`config.mk`:
```
export PLATFORM = sky130hd
export DESIGN_NAME = instr_issue_queue
export DESIGN_NICKNAME = d
export VERILOG_FILES = /design/src/rtl/instr_issue_queue.sv
export SDC_FILE = /design/constraint.sdc
export NUM_CORES = 1
export LEC_CHECK = 0
export ABC_AREA = 1
export CORE_MARGIN = 2
export CORE_UTILIZATION = 47
export CTS_CLUSTER_SIZE = 10
export DETAILED_ROUTE_END_ITERATION = 8
export GPL_TIMING_DRIVEN = 0
export PLACE_DENSITY = 0.72
export SLEW_MARGIN = 15
export SYNTH_ARGS = -nofsm -noshare
export SYNTH_HDL_FRONTEND = slang
export SYNTH_SLANG_ARGS = --single-unit
```
`constraint.sdc`:
```
create_clock -name clk -period 3.4 [get_ports clk]
set_input_delay 0.85 -clock clk [delete_from_list [all_inputs] [get_ports clk]]
set_output_delay 0.85 -clock clk [all_outputs]
set_load 0.1 [all_outputs]
```
`src/rtl/instr_issue_queue.sv`:
```
// RV32 front-end issue queue: decodes raw instruction words into the execute core's
// field interface, buffers them, and holds each one on the outputs for HOLD_CYCLES clocks.
module instr_issue_queue #(
    parameter int DEPTH       = 4,
    parameter int HOLD_CYCLES = 3
) (
    input  logic                       clk,
    input  logic                       reset,
    input  logic                       in_valid,
    input  logic [31:0]                in_instr,
    output logic                       in_ready,
    output logic [6:0]                 opcode,
    output logic [4:0]                 rd,
    output logic [4:0]                 rs1,
    output logic [4:0]                 rs2,
    output logic [11:0]                imm12,
    output logic                       issue_valid,
    output logic                       issue_start,
    output logic [7:0]                 illegal_count,
    output logic [15:0]                retired_count,
    output logic [$clog2(DEPTH):0]     fifo_level
);
    localparam int AW   = $clog2(DEPTH);
    localparam int CW   = (HOLD_CYCLES > 1) ? $clog2(HOLD_CYCLES) : 1;
    localparam int NDEC = 6;

    // Decode table, entry 0 in the low slice: ADD, SUBS, LESSTHAN, ADDI, LESSTHANI, SUBSI
    localparam logic [NDEC*7-1:0] T_OP   = {7'b0001011, 7'b0010011, 7'b0010011,
                                            7'b0110011, 7'b0110011, 7'b0110011};
    localparam logic [NDEC*3-1:0] T_F3   = {3'b000, 3'b010, 3'b000, 3'b010, 3'b000, 3'b000};
    localparam logic [NDEC*7-1:0] T_F7   = {7'b0000000, 7'b0000000, 7'b0000000,
                                            7'b0000000, 7'b0100000, 7'b0000000};
    localparam logic [NDEC-1:0]   T_RTYP = 6'b000111;
    localparam logic [NDEC*7-1:0] T_CODE = {7'd12, 7'd13, 7'd11, 7'd3, 7'd2, 7'd1};

    typedef struct packed {
        logic [6:0]  op;
        logic [4:0]  rd;
        logic [4:0]  rs1;
        logic [4:0]  rs2;
        logic [11:0] imm;
    } entry_t;

    typedef enum logic {IDLE, ISSUE} state_t;

    logic [NDEC-1:0] dec_hit;
    logic [6:0]      dec_op;
    logic            dec_legal;
    logic            dec_rtype;
    entry_t          dec_entry;

    generate
        for (genvar gi = 0; gi < NDEC; gi++) begin : g_dec
            assign dec_hit[gi] = (in_instr[6:0] == T_OP[gi*7 +: 7]) &&
                                 (in_instr[14:12] == T_F3[gi*3 +: 3]) &&
                                 (!T_RTYP[gi] || (in_instr[31:25] == T_F7[gi*7 +: 7]));
        end
    endgenerate

    always_comb begin
        dec_op = 7'd0;
        for (int i = 0; i < NDEC; i++) begin
            if (dec_hit[i]) dec_op = dec_op | T_CODE[i*7 +: 7];
        end
        dec_legal     = |dec_hit;
        dec_rtype     = |(dec_hit & T_RTYP);
        dec_entry.op  = dec_op;
        dec_entry.rd  = in_instr[11:7];
        dec_entry.rs1 = in_instr[19:15];
        dec_entry.rs2 = dec_rtype ? in_instr[24:20] : 5'd0;
        dec_entry.imm = dec_rtype ? 12'd0 : in_instr[31:20];
    end

    entry_t        mem [DEPTH];
    logic [AW:0]   wr_ptr_reg, rd_ptr_reg;
    logic          fifo_empty, fifo_full;
    logic          accept, push, pop;

    assign fifo_empty = (wr_ptr_reg == rd_ptr_reg);
    assign fifo_full  = (wr_ptr_reg[AW] != rd_ptr_reg[AW]) &&
                        (wr_ptr_reg[AW-1:0] == rd_ptr_reg[AW-1:0]);
    assign in_ready   = !reset && !fifo_full;
    assign accept     = in_valid && in_ready;
    assign push       = accept && dec_legal;
    assign fifo_level = wr_ptr_reg - rd_ptr_reg;

    // Storage is left unreset so it maps onto RAM; the pointers define what is live.
    always_ff @(posedge clk) begin
        if (push) mem[wr_ptr_reg[AW-1:0]] <= dec_entry;
    end

    always_ff @(posedge clk) begin
        if (reset) begin
            wr_ptr_reg <= '0;
            rd_ptr_reg <= '0;
        end else begin
            if (push) wr_ptr_reg <= wr_ptr_reg + 1'b1;
            if (pop)  rd_ptr_reg <= rd_ptr_reg + 1'b1;
        end
    end

    state_t        state_reg, state_next;
    logic [CW-1:0] cnt_reg, cnt_next;
    logic          retire, go_idle;

    always_ff @(posedge clk) begin
        if (reset) begin
            state_reg <= IDLE;
            cnt_reg   <= '0;
        end else begin
            state_reg <= state_next;
            cnt_reg   <= cnt_next;
        end
    end

    always_comb begin
        state_next = state_reg;
        cnt_next   = cnt_reg;
        pop        = 1'b0;
        retire     = 1'b0;
        go_idle    = 1'b0;
        case (state_reg)
            IDLE: begin
                if (!fifo_empty) begin
                    pop        = 1'b1;
                    state_next = ISSUE;
                    cnt_next   = '0;
                end
            end
            ISSUE: begin
                if (cnt_reg == CW'(HOLD_CYCLES - 1)) begin
                    retire   = 1'b1;
                    cnt_next = '0;
                    if (!fifo_empty) begin
                        pop = 1'b1;
                    end else begin
                        state_next = IDLE;
                        go_idle    = 1'b1;
                    end
                end else begin
                    cnt_next = cnt_reg + 1'b1;
                end
            end
            default: state_next = IDLE;
        endcase
    end

    entry_t      head_reg;
    logic        valid_reg, start_reg;
    logic [7:0]  illegal_reg;
    logic [15:0] retired_reg;

    always_ff @(posedge clk) begin
        if (reset) begin
            head_reg    <= '0;
            valid_reg   <= 1'b0;
            start_reg   <= 1'b0;
            illegal_reg <= 8'd0;
            retired_reg <= 16'd0;
        end else begin
            start_reg <= pop;
            if (pop) begin
                head_reg  <= mem[rd_ptr_reg[AW-1:0]];
                valid_reg <= 1'b1;
            end else if (go_idle) begin
                head_reg.op <= 7'd0;
                valid_reg   <= 1'b0;
            end
            if (retire) retired_reg <= retired_reg + 16'd1;
            if (accept && !dec_legal && illegal_reg != 8'hFF) illegal_reg <= illegal_reg + 8'd1;
        end
    end

    assign opcode        = head_reg.op;
    assign rd            = head_reg.rd;
    assign rs1           = head_reg.rs1;
    assign rs2           = head_reg.rs2;
    assign imm12         = head_reg.imm;
    assign issue_valid   = valid_reg;
    assign issue_start   = start_reg;
    assign illegal_count = illegal_reg;
    assign retired_count = retired_reg;
endmodule
```
== Yosys cells after proc, flatten, opt, wreduce, memory -nomap -nowiden ==
Memories as Yosys holds them, arrays and structs flattened. A register that Yosys moved wholly into a read port is not among the register bits.
Cells that the tools add are included.

* Bits in registers: 69
* RAM bits: 124
* Bits of input ports: 35
* Word-level logic and storage cells: 83
* Memories kept: 1

{| class="wikitable"
|+ Memories
! memory !! depth !! width !! read ports !! clocked after memory_dff !! wr ports !! line !! RTL
|-
| mem || 4 || 31 || 1 || 1 || 1 || 74 || <nowiki>entry_t mem [DEPTH];</nowiki>
|}

* Add/sub/neg operators: 6
* Eq/ne operators: 11
* Mux-type cells: 29
* Bitwise operators: 1
* Reduce and logical (&&, ||, !) cells: 22

{| class="wikitable"
|+ Operators with widths
! cell !! count
|-
| $add A16 B1 Y16 const B || 1
|-
| $eq A7 B6 Y1 const B || 2
|-
| $logic_and A1 B1 Y1 || 14
|-
| $mux W7 || 2
|-
| $mux W1 || 13
|-
| $mux W12 || 1
|-
| $mux W2 || 6
|-
| $mux W4 || 3
|-
| $add A8 B1 Y8 const B || 1
|-
| $ne A8 B8 Y1 const B || 1
|-
| $eq A7 B4 Y1 const B || 1
|-
| $eq A7 B5 Y1 const B || 1
|-
| $logic_not A7 Y1 || 1
|-
| $add A3 B1 Y3 const B || 2
|-
| $reduce_or A6 Y1 || 1
|-
| $mux W5 || 1
|-
| $pmux W1 S2 || 2
|-
| $pmux W2 S2 || 1
|-
| $eq A3 B2 Y1 const B || 1
|-
| $eq A3 B3 Y1 || 1
|-
| $logic_not A1 Y1 || 3
|-
| $logic_not A3 Y1 || 1
|-
| $reduce_or A3 Y1 || 1
|-
| $sub A3 B3 Y3 || 1
|-
| other kinds (7) || 7
|}

== Depth between registers and ports, before layout ==
* Word-level depth: 9
* Gate-level depth with buffers: 12
* Gate-level depth less buffers: 11

== Worst setup path before layout ==
OpenSTA, ideal clock, no wires.

* Path kind: in2reg
* From: in reset
* To: mem mem[3][0] (netlist bit) (enable)
* Library setup time: 0.419 ns
* Arrival: 3.736 ns
* Data required time: 2.981 ns
* Setup slack: -0.755 ns
* Stages: 7
* Path buffers: 2
* Cells stage by stage: clkbuf_1 -> a21oi_2 -> nand2_2 -> inv_2 -> buf_6 -> nand2_1 -> nor2_1

* Cells in the longest elaborated chain, start to end: 6

{| class="wikitable"
|+ Ends and longest elaborated chain
! item !! line !! RTL
|-
| start, declared || 8 || <nowiki>input logic reset,</nowiki>
|-
| $logic_not A1 Y1 || 82 || <nowiki>assign in_ready = !reset && !fifo_full;</nowiki>
|-
| $logic_and A1 B1 Y1 || 82 ||
|-
| via in_ready || 11 || <nowiki>output logic in_ready,</nowiki>
|-
| $logic_and A1 B1 Y1 || 83 || <nowiki>assign accept = in_valid && in_ready;</nowiki>
|-
| $logic_and A1 B1 Y1 || 84 || <nowiki>assign push = accept && dec_legal;</nowiki>
|-
| $mux W1 || 89 || <nowiki>if (push) mem[wr_ptr_reg[AW-1:0]] <= dec_entry;</nowiki>
|-
| $mux W1 (not written as such) || 89 ||
|-
| end, declared || 74 ||
|}

The timed path passes the listed nets, and every way through them passes these cells.

== Worst setup path in the final report ==
* From: reg wr_ptr_reg[0]
* To: out fifo_level[2]

* Cells in the longest elaborated chain, start to end: 1

{| class="wikitable"
|+ Ends and longest elaborated chain
! item !! line !! RTL
|-
| start, declared || 75 || <nowiki>logic [AW:0] wr_ptr_reg, rd_ptr_reg;</nowiki>
|-
| start signal, assigned || 97 || <nowiki>if (push) wr_ptr_reg <= wr_ptr_reg + 1'b1;</nowiki>
|-
| $sub A3 B3 Y3 || 85 || <nowiki>assign fifo_level = wr_ptr_reg - rd_ptr_reg;</nowiki>
|-
| end, declared || 21 || <nowiki>output logic [$clog2(DEPTH):0] fifo_level</nowiki>
|}

No other way between the ends.

==> impl_results.md <==
* Status: finished, final reports clean
* Synth Flop Type: edfxtp_1
* First-pass GRT wire length at 28.99 mm
* Flip-flop and latch count after synthesis at 192
* CTS root buf: clkbuf_16
* Vias per cell at 5.128
* Max Freq at 318.4 MHz
* Final Core Density at 60.32%
* Initial antenna violation count at 0
* Slowest cell on the critical path: clkdlybuf4s15_2
* GPL Wtd Cong at 0.8341
* Register area share after synthesis at 63.09%
* Gate Count Post-Synth at 803
* CP Class: flop to output pin
* Max reg flops at 124
* Pwr per Cell Area at 768.5 mW/mm2
* Number of nets in the layout at 973
* Crit path capture type: output pin
* R2R Path Start: wr_ptr_reg[0]
* CP Cell Sequence: inv_1 -> ha_1 -> fa_1 -> xor2_1 -> clkdlybuf4s15_2
* Grt met2 use at 36.35%
* CTS max path bufs at 2
* Final worst slack at 0.2589 ns
* CP endpoint: fifo_level[2]
* Required @ worst endpoint at between 2 and 3 ns
* CP max FO at 5
* Core area at 0.01670 mm2
* EDFF count, synth at 124
* Max-cap viol count at 0
* Levels on crit path at 5
* Period utilization at 92.38%
* Worst skew pair latency at 0.44 ns
* CTS Buf Count at 17
* Register-to-register setup slack at 0.67 ns
* Post-place setup slack at -0.5260 ns
* Critical path buffers and inverters at 2
* Die W at 135.0 um
* Clock Sinks at around 190
* Crit-path leading delay family: buffers and inverters
* Setup crit start kind: flop
* Final hold viol count at 0
* Worst hold slack at between 0.4 and 0.5 ns
* Async SR Flop Fraction at 0%
* Vias in the first global route at 5,667
* Share of cells above drive strength 1 at under 10%
* Worst Tran Pin Value at 0.9846 ns
* RSZ-0062 raised after global routing: false
* Area grow syn2layout at 24.98%
* DRC violations left at 0
* Worst Skew at 0.01158 ns
* Inserted Diodes at 0
* Final number of setup-violating endpoints at 0
* GRT met1 Usage at 26.24%
* Iteration-0 DRC count of the detailed router at 519
* Drt first pass iters at 5
* Worst r2r path cells at 11
* Global route overflow at 0
* Met3 Use GR at 3.716%
* Largest net degree at the start of global routing at 25
* Initial Utilization at approximately half
* Slew Limit Headroom at 34.16%
* Busiest grt layer: met2
* Synth Cell Area at 0.008060 mm2
* Total leakage power at between 0.003 and 0.004 uW
* Critical path arrival at 2.29 ns
* CP max stage delay at 0.57 ns
* Tot GR Track Use at a little over a fifth
* RR Endpoint: mem[1][27]
* Routed WL at 18.52 mm
* Final slew viol count at 0
* Power, Total at ~7700 uW
* Buffers on Ports at 94
* H-tree depth at 4
* Clock slew at reported path FFs at approximately 0.060 ns
* WL per Instance at 15.95 um
* Hpwl dp at 12.21 mm
* IO Pins at a little under 100
* Hold WC Path Type: flop to flop
* Die Y-Extent at 135.0 um
* Crit path from: wr_ptr_reg[0]
* Vias at 5,954
* YS warnings at 0
* Antenna viol nets, final at 0
* Final Critical Period at 3.141 ns
* Synth unique cells at 42
* # rows at 47
* Cts hold-fix bufs at 0
* Full die area at ~0.018 mm2
* Worst vdd ir at slightly above 0.4 mV
* CTS tree: built
* Mean Syn Cell Area at 10.04 um2
## worst min path at each step
stage	cells after the start	start	slack [ns]	end
2_1_floorplan	1	cnt_reg[1]	0.46	cnt_reg[1]
3_3_place_gp	2	issue_valid	0.46	issue_valid
3_5_place_dp	2	issue_valid	0.46	issue_valid
4_1_cts	2	issue_valid	0.47	issue_valid
5_1_grt	2	issue_valid	0.50	issue_valid
6_report	2	issue_valid	0.47	issue_valid
## cell usage in the layout (no fill, tap or decap), types with 5 or more instances in the layout
| cell type | n |
|---|---|
| nand2_1 | 74 |
| nor2_2 | 5 |
| dfxtp_1 | 68 |
| clkbuf_16 | 17 |
| clkdlybuf4s50_1 | 90 |
| clkbuf_1 | 28 |
| o21ai_1 | 11 |
| buf_4 | 7 |
| nand3_1 | 25 |
| nor2_4 | 5 |
| inv_8 | 7 |
| nand4_1 | 11 |
| a21oi_1 | 21 |
| a31oi_1 | 28 |
| ha_1 | 9 |
| o21ai_0 | 87 |
| nor2_1 | 170 |
| xnor2_1 | 6 |
| buf_6 | 8 |
| edfxtp_1 | 124 |
| inv_1 | 72 |
## tightest hold or removal path: stages, from the launching register on
cell and delay [ns]:
dfxtp_1 0.31, nand2_1 0.06, a21oi_1 0.05
## repair_timing
action | CTS | global route
pin swaps | 2 | 1
setup endpoints to repair | 36 | 119
gates resized for setup | 6 | 5
buffers inserted | 3 | 3
## cell usage after synthesis (5+ instances only)
cell type | count | area (um2)
a21oi_1 | 21 | 105.1
a31oi_1 | 28 | 175.2
buf_6 | 8 | 90.09
clkbuf_1 | 28 | 105.1
dfxtp_1 | 68 | 1361
edfxtp_1 | 124 | 3724
ha_1 | 9 | 112.6
inv_1 | 72 | 270.3
nand2_1 | 74 | 277.8
nand3_1 | 25 | 125.1
nand4_1 | 11 | 68.82
nor2_1 | 174 | 653.1
nor2_2 | 5 | 31.28
o21ai_0 | 88 | 440.4
o21ai_1 | 10 | 50.05
xnor2_1 | 6 | 52.55
## metal layers
layer | vias up | wire length (um)
met5 | - | 0
met4 | 0 | 345
met3 | 28 | 1007
met2 | 174 | 9491
met1 | 2790 | 7674
li1 | 2962 | -
## metrics by stage
step	area [um2]	TNS [ns]	instances
after global placement	9301	-144.72	1119
after detailed placement	9424	-46.12	1123
final	10070	0	1161
after global routing	10070	0	1161
after floorplan	8085	0	805
after CTS	10060	0	1158
## cells by family (layout without fill, tap and decap cells)
group / Yosys count / count (layout) / synth area share, %
XOR/XNOR: 10 / 10 / 1.180
flip-flops: 192 / 192 / 63.09
adder cells (fa/ha/maj): 10 / 10 / 1.645
other: 1 / 3 / 0.04652
AO/OA/AOI/OAI: 161 / 161 / 10.99
AND/OR/NAND/NOR: 309 / 309 / 16.49
buffers and inverters: 120 / 256 / 6.566
## power by group
part	total, uW	leakage [uW]	internal, uW	switching, uW
clock	1950	0.000279	987	958
combinational	3010	0.00176	735	2270
sequential	2790	0.00164	2660	129
total	7740	0.00368	4380	3360
## cell type report
class | instances | area, um2
Clock buffer | 17 | 425.4
Fill cell | 1417 | 6628
Clock inverter | 15 | 160.2
Timing Repair Buffer | 104 | 1107
Tap cell | 220 | 275.3
Multi-Input combinational cell | 493 | 2491
Inverter | 76 | 287.8
Buffer | 44 | 241.5
Sequential cell | 192 | 5085
No activity file was read; power rests on OpenSTA's default activity.
